==> src/rtl/RV32i_pkg.sv <==
// RV32i_pkg: ALU function encodings and sequencer states shared by alu_seq and muldiv_iter
package RV32i_pkg;
  typedef enum logic [4:0] {
    ALU_ADD      = 5'd0,
    ALU_SUB      = 5'd1,
    ALU_AND      = 5'd2,
    ALU_OR       = 5'd3,
    ALU_XOR      = 5'd4,
    ALU_SLT      = 5'd5,
    ALU_SLTU     = 5'd6,
    ALU_SLL      = 5'd7,
    ALU_SRL      = 5'd8,
    ALU_SRA      = 5'd9,
    ALU_COPY_RS1 = 5'd10,
    ALU_MUL      = 5'd16,
    ALU_MULH     = 5'd17,
    ALU_MULHSU   = 5'd18,
    ALU_MULHU    = 5'd19,
    ALU_DIV      = 5'd20,
    ALU_DIVU     = 5'd21,
    ALU_REM      = 5'd22,
    ALU_REMU     = 5'd23
  } alu_func_t;
  typedef enum logic [1:0] {IDLE, BUSY, DONE} alu_state_t;
  function automatic logic is_mul(alu_func_t f);
    return f[4:2] == 3'b100;
  endfunction
  function automatic logic is_div(alu_func_t f);
    return f[4:2] == 3'b101;
  endfunction
endpackage

==> src/rtl/muldiv_iter.sv <==
// muldiv_iter: one-bit-per-cycle shift-add multiplier and restoring divider on magnitudes with final sign fix-up;
// the divider path exists only when ALU_SEQ_DIV_EN is defined
module muldiv_iter
  import RV32i_pkg::*;
#(
  parameter int WIDTH   = 32,
  parameter int SHAMT_W = $clog2(WIDTH)
) (
  input  logic             clk,
  input  logic             rst,
  input  logic             start,
  input  logic             kill,
  input  alu_func_t        func,
  input  logic [WIDTH-1:0] a,
  input  logic [WIDTH-1:0] b,
  output logic             done,
  output logic [WIDTH-1:0] res
);
  logic busy, s1, s2, n1, n2, dv, neg_x, sel_hi;
  logic [SHAMT_W:0] cnt;
  logic [WIDTH-1:0] hi, lo, m, nhi, nlo, ma, mb;
  logic [WIDTH:0] sum;
  logic [2*WIDTH-1:0] prod;
  assign s1 = func inside {ALU_MUL, ALU_MULH, ALU_MULHSU, ALU_DIV, ALU_REM};
  assign s2 = func inside {ALU_MUL, ALU_MULH, ALU_DIV, ALU_REM};
  assign n1 = s1 && a[WIDTH-1];
  assign n2 = s2 && b[WIDTH-1];
  assign ma = n1 ? -a : a;
  assign mb = n2 ? -b : b;
  assign sum = {1'b0, hi} + (lo[0] ? {1'b0, m} : '0);
  assign prod = neg_x ? -{nhi, nlo} : {nhi, nlo};
  assign done = busy && cnt == '0;
`ifdef ALU_SEQ_DIV_EN
  logic is_d, neg_r, ok;
  logic [WIDTH+1:0] t;
  assign dv = is_div(func);
  assign t = {1'b0, hi, lo[WIDTH-1]} - {2'b00, m};
  assign ok = t[WIDTH+1:WIDTH] == 2'b00;
  assign nhi = is_d ? (ok ? t[WIDTH-1:0] : {hi[WIDTH-2:0], lo[WIDTH-1]}) : sum[WIDTH:1];
  assign nlo = is_d ? {lo[WIDTH-2:0], ok} : {sum[0], lo[WIDTH-1:1]};
  assign res = is_d ? (sel_hi ? (neg_r ? -nhi : nhi) : (neg_x ? -nlo : nlo))
                    : (sel_hi ? prod[2*WIDTH-1:WIDTH] : prod[WIDTH-1:0]);
`else
  assign dv = 1'b0;
  assign nhi = sum[WIDTH:1];
  assign nlo = {sum[0], lo[WIDTH-1:1]};
  assign res = sel_hi ? prod[2*WIDTH-1:WIDTH] : prod[WIDTH-1:0];
`endif
  always_ff @(posedge clk) begin
    if (rst || kill) begin
      busy <= 1'b0;
      cnt <= '0;
    end else if (start) begin
      busy <= 1'b1;
      cnt <= (SHAMT_W+1)'(WIDTH-1);
    end else if (busy) begin
      busy <= !done;
      cnt <= done ? cnt : cnt - (SHAMT_W+1)'(1);
    end
  end
  // Multiply keeps the multiplier in lo; divide keeps the dividend there and shifts quotient bits in
  always_ff @(posedge clk) begin
    if (start) begin
      hi <= '0;
      lo <= dv ? ma : mb;
      m <= dv ? mb : ma;
      neg_x <= n1 ^ n2;
      sel_hi <= func inside {ALU_MULH, ALU_MULHSU, ALU_MULHU, ALU_REM, ALU_REMU};
`ifdef ALU_SEQ_DIV_EN
      is_d <= dv;
      neg_r <= n1;
`endif
    end else if (busy) begin
      hi <= nhi;
      lo <= nlo;
    end
  end
endmodule

==> src/rtl/alu_seq.sv <==
// alu_seq: multi-cycle RV32IM ALU behind a valid/ready handshake with registered result and flags;
// define ALU_SEQ_DIV_EN to build the divider, otherwise DIV/DIVU/REM/REMU return 0 in one cycle
module alu_seq
  import RV32i_pkg::*;
#(
  parameter int WIDTH   = 32,
  parameter int SHAMT_W = $clog2(WIDTH)
) (
  input  logic             clk_i,
  input  logic             rst_i,
  input  logic             valid_i,
  output logic             ready_o,
  input  alu_func_t        func_i,
  input  logic [WIDTH-1:0] op1_i,
  input  logic [WIDTH-1:0] op2_i,
  input  logic             kill_i,
  output logic             valid_o,
  input  logic             ready_i,
  output logic [WIDTH-1:0] d_o,
  output logic             zero_o,
  output logic             lt_o,
  output logic             ltu_o
);
  alu_state_t state, state_n;
  logic accept, iter, md_done, lt, ltu, lt_p, ltu_p;
  logic [WIDTH-1:0] simple, md_res;
  logic [SHAMT_W-1:0] sh;
  assign accept = valid_i && ready_o;
  assign lt = $signed(op1_i) < $signed(op2_i);
  assign ltu = op1_i < op2_i;
  assign sh = op2_i[SHAMT_W-1:0];
`ifdef ALU_SEQ_DIV_EN
  logic div_zero, div_ovf;
  assign div_zero = op2_i == '0;
  assign div_ovf = func_i inside {ALU_DIV, ALU_REM} && op1_i == {1'b1, {(WIDTH-1){1'b0}}} && op2_i == '1;
  assign iter = is_mul(func_i) || (is_div(func_i) && !div_zero && !div_ovf);
`else
  assign iter = is_mul(func_i);
`endif
  always_comb begin
    simple = '0;
    case (func_i)
      ALU_ADD:      simple = op1_i + op2_i;
      ALU_SUB:      simple = op1_i - op2_i;
      ALU_AND:      simple = op1_i & op2_i;
      ALU_OR:       simple = op1_i | op2_i;
      ALU_XOR:      simple = op1_i ^ op2_i;
      ALU_SLT:      simple = {{(WIDTH-1){1'b0}}, lt};
      ALU_SLTU:     simple = {{(WIDTH-1){1'b0}}, ltu};
      ALU_SLL:      simple = op1_i << sh;
      ALU_SRL:      simple = op1_i >> sh;
      ALU_SRA:      simple = $signed(op1_i) >>> sh;
      ALU_COPY_RS1: simple = op1_i;
`ifdef ALU_SEQ_DIV_EN
      // Only divide-by-zero and signed overflow reach here; the rest go to the iterator
      ALU_DIV, ALU_DIVU: simple = div_zero ? '1 : op1_i;
      ALU_REM, ALU_REMU: simple = div_zero ? op1_i : '0;
`endif
      default:      simple = '0;
    endcase
  end
  muldiv_iter #(.WIDTH(WIDTH), .SHAMT_W(SHAMT_W)) u_md (
    .clk(clk_i),
    .rst(rst_i),
    .start(accept && iter),
    .kill(kill_i && state == BUSY),
    .func(func_i),
    .a(op1_i),
    .b(op2_i),
    .done(md_done),
    .res(md_res)
  );
  always_ff @(posedge clk_i) begin
    if (rst_i) state <= IDLE;
    else state <= state_n;
  end
  always_comb begin
    state_n = state;
    case (state)
      IDLE:    state_n = accept ? (iter ? BUSY : DONE) : IDLE;
      BUSY:    state_n = kill_i ? IDLE : (md_done ? DONE : BUSY);
      DONE:    state_n = (kill_i || ready_i) ? IDLE : DONE;
      default: state_n = IDLE;
    endcase
  end
  always_comb begin
    ready_o = state == IDLE;
    valid_o = state == DONE;
  end
  // Flags of an iterative op are parked in lt_p/ltu_p so they appear together with d_o
  always_ff @(posedge clk_i) begin
    if (rst_i) begin
      d_o <= '0;
      zero_o <= 1'b0;
      lt_o <= 1'b0;
      ltu_o <= 1'b0;
      lt_p <= 1'b0;
      ltu_p <= 1'b0;
    end else if (accept) begin
      lt_p <= lt;
      ltu_p <= ltu;
      if (!iter) begin
        d_o <= simple;
        zero_o <= simple == '0;
        lt_o <= lt;
        ltu_o <= ltu;
      end
    end else if (md_done && !kill_i) begin
      d_o <= md_res;
      zero_o <= md_res == '0;
      lt_o <= lt_p;
      ltu_o <= ltu_p;
    end
  end
endmodule

==> config.mk <==
export PLATFORM = sky130hd
export DESIGN_NAME = alu_seq
export DESIGN_NICKNAME = d
export VERILOG_FILES = /design/src/rtl/RV32i_pkg.sv /design/src/rtl/muldiv_iter.sv /design/src/rtl/alu_seq.sv
export SDC_FILE = /design/constraint.sdc
export NUM_CORES = 1
export LEC_CHECK = 0
export ABC_AREA = 1
export BUFFER_PORTS_ARGS = -buffer_cell sky130_fd_sc_hd__buf_2
export CORE_MARGIN = 5
export CORE_UTILIZATION = 39
export DETAILED_ROUTE_END_ITERATION = 16
export GPL_TIMING_DRIVEN = 0
export HOLD_SLACK_MARGIN = 0.05
export PLACE_DENSITY = 0.57
export SYNTH_ARGS = -nofsm -noshare
export SYNTH_HDL_FRONTEND = slang
export SYNTH_SLANG_ARGS = --single-unit
==> constraint.sdc <==
create_clock -name clk_i -period 8 [get_ports clk_i]
set_input_delay 1.2 -clock clk_i [delete_from_list [all_inputs] [get_ports clk_i]]
set_output_delay 1.2 -clock clk_i [all_outputs]
set_load 0.01 [all_outputs]
**After elaboration in Yosys (flattened, before gate mapping)**

Cells that the tools add are included.

- Output and inout bits: 37
- Input bits: 74
- Register bits after elaboration: 144
- Word-level logic and storage cells: 110

- Add/sub/neg operators: 7
- Equality and inequality tests: 22
- Bitwise logic cells: 5
- Reductions and logical operators: 25
- Shift-type cells: 3
- Mux-type cells: 31
- $lt $le $gt $ge: 2

Operators with widths:

| operator | count |
|---|---|
| case mux 32 bit (11 select lines) | 1 |
| 2-to-1 mux 32 bit | 9 |
| zero test 32 bit | 2 |
| less-than comparator 32 bit | 2 |
| 2-to-1 mux 64 bit | 1 |
| negator 32 bit | 2 |
| negator 64 bit | 1 |
| == test 5 bit, second input constant | 7 |
| adder 32 x 33 -> 33 bit | 1 |
| adder 32 bit | 1 |
| bitwise AND 32 bit | 1 |
| bitwise OR 32 bit | 1 |
| << shifter 32 x 5 -> 32 bit | 1 |
| >> shifter 32 x 5 -> 32 bit | 1 |
| >>> shifter 32 x 5 -> 32 bit | 1 |
| subtractor 32 bit | 1 |
| XOR 32 bit | 1 |
| == test 5 x 3 -> 1 bit, second input constant | 4 |
| == test 5 x 4 -> 1 bit, second input constant | 3 |
| 2-to-1 mux 5 bit | 3 |
| 2-to-1 mux 1 bit | 11 |
| == test 5 x 2 -> 1 bit, second input constant | 2 |
| 2-to-1 mux 2 bit | 5 |
| nonzero test 5 bit | 2 |
| 20 further kinds | 31 |

**Longest topological paths before layout**

- Depth in word-level cells: 8
- Gate-level depth with buffers: 32
- Depth with buffers taken out: 31

**Hierarchy**

A second synthesis with hierarchy kept.

- Cell total of the unflattened synthesis: 4,135
- Area, all modules: 22,659.2 um^2

By module, submodules not included:

| module | sequential area each (um^2) | cells each | area an instance (um^2) | instances |
|---|---|---|---|---|
| alu_seq | 780.7 | 2,455 | 12,296.8 | 1 |
| muldiv_iter | 2,762.6 | 1,680 | 10,362.4 | 1 |

**Least setup slack after synthesis**

No wires, ideal clock.

- Kind: input to register
- Start point: input port op2_i[4]
- End point: register zero_o
- Stages: 24
- Slack: 3.780 ns
- Path buffers: 3
- Data required time: 7.944 ns
- Setup time: 0.056 ns
- Data arrival time: 4.164 ns
- Cells stage by stage: clkbuf_1 -> inv_1 -> clkbuf_1 -> clkbuf_1 -> ha_1 -> inv_1 -> a21oi_1 -> o21ai_0 -> o21bai_1 -> nand2_1 -> nand2_1 -> a21oi_1 -> or2_1 -> nand3_1 -> nand2_1 -> nor2_1 -> nand2_1 -> nor2_1 -> nand2_1 -> nor2_1 -> nand3_1 -> nand3_1 -> nand2_1 -> inv_1

- Word-level cells in the longest chain between the ends: 5
- Elaborated cells on any way between the ends: 14

Ends and longest elaborated chain:

| element | line | text |
|---|---|---|
| start, declared | alu_seq.sv:15 | `input logic [WIDTH-1:0] op2_i,` |
| subtractor 32 bit, or another cell as far along | alu_seq.sv:44 | `ALU_SUB: simple = op1_i - op2_i;` |
| case mux 32 bit (11 select lines) * | alu_seq.sv:42 | `case (func_i)` |
| zero test 32 bit * | alu_seq.sv:104 | `zero_o <= simple == '0;` |
| 2-to-1 mux 1 bit * | alu_seq.sv:102 | `if (!iter) begin` |
| 2-to-1 mux 1 bit * | alu_seq.sv:99 | `end else if (accept) begin` |
| end signal, assigned | alu_seq.sv:94 | `zero_o <= 1'b0;` |
| end signal, assigned | alu_seq.sv:104 |  |
| end signal, assigned | alu_seq.sv:110 | `zero_o <= md_res == '0;` |
| end, declared | alu_seq.sv:20 | `output logic zero_o,` |

Every way passes the cells marked *; elsewhere a longest branch is shown, timed or not. The select of a mux whose other input is x is not followed.
A chain may end at the register's enable or synchronous reset.

**Final worst setup path**

- Start point: input port op2_i[3]
- End point: register zero_o

The elaborated chain is that of the path after synthesis.

==> flow_results.xml <==
<?xml version="1.0" encoding="UTF-8"?>
<metrics>
  <group name="logic_synthesis">
    <metric name="synth-edff-count" unit="">66</metric>
    <metric name="yosys.area.top_type" unit="">nand2_1</metric>
    <metric name="gate_count_post_synth" unit="">3893</metric>
    <metric name="synthFlopType" unit="">dfxtp_1</metric>
    <metric name="synthesis.nets" unit="">4103</metric>
    <metric name="yosys.cell_types.count" unit="">61</metric>
    <metric name="ys_ff_latch" unit="">144</metric>
    <metric name="synthDominantCellAreaShare" unit="%">20.1</metric>
    <metric name="async_reset_ff_share" unit="%">0</metric>
    <metric name="top_cells_by_area_synth" unit="">nand2_1, edfxtp_1, inv_1</metric>
    <metric name="yosysSeqAreaShare" unit="%">16.3</metric>
    <metric name="mappedNetlistArea" unit="sq um">21700</metric>
    <metric name="synth_area_per_cell" unit="sq um">5.57</metric>
    <metric name="ys_warn_count" unit="">0</metric>
  </group>
  <group name="cts">
    <metric name="postCtsHoldBufs" unit="">0</metric>
    <metric name="cts_repair_resize_count" unit="">0</metric>
    <metric name="clockRootBuffer" unit="">clkbuf_16</metric>
    <metric name="cts-root-to-sink-buffers" unit="">2</metric>
    <metric name="clock_tree_from_tritoncts" unit="">yes</metric>
    <metric name="postCtsSetupBuffers" unit="">0</metric>
    <metric name="numClockSinks" unit="">144</metric>
    <metric name="worstSkewPairLatency" unit="ps">450</metric>
    <metric name="h-tree-depth" unit="">4</metric>
    <metric name="clk_transition_reported_paths" unit="ps">70</metric>
    <metric name="cts_inserted_buffers" unit="">17</metric>
  </group>
  <group name="die">
    <metric name="fp.dieH" unit="um">246</metric>
    <metric name="die_w" unit="um">246</metric>
    <metric name="io-pin-count" unit="">111</metric>
    <metric name="die-area" unit="sq um">60400</metric>
    <metric name="placementRows" unit="">86</metric>
    <metric name="core" unit="sq um">55100</metric>
    <metric name="initial_core_util" unit="%">39.4</metric>
  </group>
  <group name="routing">
    <metric name="routedWlPerCell" unit="um">24.2</metric>
    <metric name="drtAntennaViolNets" unit="">0</metric>
    <metric name="dr.pass1.iters" unit="">6</metric>
    <metric name="detailroute.via_count" unit="">27500</metric>
    <metric name="route.final.wire_length" unit="um">116000</metric>
    <metric name="remaining_drc_errors" unit="">0</metric>
    <metric name="initialDrtViolationCount" unit="">3322</metric>
    <metric name="vias_cell" unit="">5.75</metric>
  </group>
  <group name="pwr">
    <metric name="cellInternalPower" unit="mW">1.77</metric>
    <metric name="sequential_share_of_power" unit="%">25.4</metric>
    <metric name="power.combinational.fraction" unit="%">51.6</metric>
    <metric name="power.net_switching" unit="mW">1.74</metric>
    <metric name="power.share.clock" unit="%">23.0</metric>
    <metric name="leakage_power_summed_over_all_cells" unit="nW">11.8</metric>
    <metric name="vdd_ir_drop_max" unit="mV">0.165</metric>
    <metric name="totalPowerFinal" unit="mW">3.51</metric>
    <metric name="powerDensity" unit="nW/um^2">147</metric>
    <metric name="switching_share" unit="%">49.5</metric>
  </group>
  <group name="worst_setup_path">
    <metric name="worst_ep_required_time" unit="ps">8400</metric>
    <metric name="beginning_of_the_worst_register_to_register_path" unit="">u_md.lo[0]$_DFFE_PP_</metric>
    <metric name="cp_data_arrival_time" unit="ps">6480</metric>
    <metric name="critical-path-slowest-cell" unit="">clkbuf_1</metric>
    <metric name="rrSetupSlack" unit="ps">3540</metric>
    <metric name="timing.setup.critical_path_class" unit="">in2reg</metric>
    <metric name="timing.critical_path.slowest_cell_delay" unit="ps">740</metric>
    <metric name="critical_path.max_fanout" unit="">11</metric>
    <metric name="endpoint_kind" unit="">flip-flop</metric>
    <metric name="worst_setup_path_startpoint" unit="">op2_i[3]</metric>
    <metric name="timing.critical_path.max_delay_family" unit="">simple AND/OR/NAND/NOR gates</metric>
    <metric name="worst-path-buf-inv" unit="">8</metric>
    <metric name="critPathMostFrequentCell" unit="">nand3_1</metric>
    <metric name="worstSetupStartpointType" unit="">input pin</metric>
  </group>
  <group name="placed_design">
    <metric name="gp_congestion" unit="">1.08</metric>
    <metric name="setup_slack_placement" unit="ps">1760</metric>
    <metric name="dp_hpwl" unit="um">97300</metric>
    <metric name="io_buffer_count" unit="">109</metric>
  </group>
  <group name="status">
    <metric name="outcome" unit="">complete, no violations</metric>
  </group>
  <group name="global_route">
    <metric name="grt_max_degree" unit="">37</metric>
    <metric name="grt_pass1_wl" unit="um">167000</metric>
    <metric name="first_global_vias" unit="">25100</metric>
    <metric name="grtUsageTotal" unit="%">36.9</metric>
    <metric name="grt_antenna_before_repair" unit="">2</metric>
    <metric name="gr-total-overflow" unit="">0</metric>
  </group>
  <group name="cells_and_area">
    <metric name="final_common_cell" unit="">nand2_1</metric>
    <metric name="commonest_non_fill_non_tap_cells_in_the_layout" unit="">nand2_1, inv_1, nor2_1, o21ai_0, nand3_1</metric>
    <metric name="post-route-util" unit="%">43.2</metric>
    <metric name="areaGrowthSynthToFinish" unit="%">9.72</metric>
    <metric name="total_nets_final" unit="">4233</metric>
    <metric name="fillers" unit="">6372</metric>
    <metric name="post_route_cells_drive_above_1_share" unit="%">7.14</metric>
  </group>
  <group name="sta">
    <metric name="setup_total_negative_slack" unit="ps">0</metric>
    <metric name="tightest_slew" unit="ps">1090</metric>
    <metric name="timing.fmax" unit="GHz">0.165</metric>
    <metric name="finalMaxSlewViolations" unit="">0</metric>
    <metric name="final.setup.worst_slack" unit="ps">1920</metric>
    <metric name="rsz0062_at_grt" unit="">false</metric>
    <metric name="final.period_utilization" unit="%">75.9</metric>
    <metric name="hold_viol" unit="">0</metric>
    <metric name="finalSetupViolations" unit="">0</metric>
    <metric name="final_period_minus_worst_setup_slack" unit="ps">6080</metric>
    <metric name="fin_skew" unit="ps">11.1</metric>
    <metric name="normalized_max_slew_margin" unit="%">26.9</metric>
    <metric name="hold-worst-slack" unit="ps">465</metric>
  </group>
  <group name="min_path">
    <metric name="worst_hold_startpoint" unit="">d_o[3]$_SDFFE_PP0P_</metric>
    <metric name="type_of_the_worst_min_delay_path" unit="">reg2reg</metric>
  </group>
  <group name="job">
    <metric name="cap_viol_max_count" unit="">0</metric>
  </group>
</metrics>
==> synth_stat cells (7+ instances only) <==
master / count
nand2_1: 1164
inv_1: 501
nor2_1: 395
o21ai_0: 356
nand3_1: 312
a21oi_1: 242
ha_1: 133
clkbuf_1: 83
dfxtp_1: 78
edfxtp_1: 66
xor2_1: 61
nand4_1: 46
nor3_1: 38
buf_2: 37
o211ai_1: 37
nand2_2: 32
o21ai_1: 31
o22ai_1: 25
buf_1: 19
nor2_2: 19
o21bai_1: 18
o21a_1: 17
inv_2: 13
a211oi_1: 12
a221oi_1: 12
a31oi_1: 12
a21o_1: 11
mux2i_1: 10
nand3_2: 10
nand3b_1: 10
nor4_1: 8
or2_2: 8
a21boi_0: 7
==> state kept, by name, summed over array words and instances (netlist names), 2 cells and up <==
register,cells
state,2
u_md.m,32
d_o,32
u_md.hi,32
u_md.cnt,6
u_md.lo,32
==> cells by family after synthesis <==
family	after synthesis	synth area share, %
xor+xnor	62	2.50
compound gates	808	20.7
fa+ha+maj	136	7.95
simple gates	2066	40.2
mux	10	0.461
buf+inv	667	11.9
flops	144	16.3
==> per-layer routing <==
metal	wire [um]	track usage [%]	vias to the layer above
met5	0	0	-
met4	8540	22.3	0
met3	9900	4.71	284
met2	50300	58.1	1483
met1	47200	48.2	12800
li1	-	-	13000
==> stage by stage <==
step	area, sq um	instances
6_report	23800	4785
2_1_floorplan	21700	3893
3_3_place_gp	23200	4750
4_1_cts	23800	4784
3_5_place_dp	23200	4752
5_1_grt	23800	4784
==> power by group through the flow <==
stage | logic, mW | registers [mW] | clock network [mW]
6_report | 1.81 | 0.890 | 0.808
5_1_grt | 1.97 | 0.898 | 0.850
4_1_cts | 1.76 | 0.890 | 0.818
3_5_place_dp | 1.75 | 0.904 | 0
3_3_place_gp | 1.76 | 0.906 | 0
2_1_floorplan | 1.12 | 0.900 | 0
==> worst paths after layout <==
check                   endpoint  cells past startpoint
max          zero_o$_SDFFE_PP0P_                     25
max reg2reg  zero_o$_SDFFE_PP0P_                     30
min reg2reg  d_o[3]$_SDFFE_PP0P_                      2
min          d_o[3]$_SDFFE_PP0P_                      2
==> worst min-delay path: cells and delay by family, from the launching register on <==
kind,cells,cell delay (ps)
DFF,1,310
and+or+nand+nor,1,60
AOI/OAI and AO/OA,1,50
==> final cells by class <==
class                   instances  area, sq um  area share, %
diodes                          1         2.50         0.0105
repair buffers                111          593           2.49
flip-flops and latches        144         3540           14.9
clock buffers                  17          425           1.79
multi-input cells            3082        15600           65.4
well taps                     748          936           3.93
clock inverters                15          151          0.636
plain buffers                 147          628           2.64
inverters                     520         1950           8.20
No activity file was read; power rests on OpenSTA's default activity.
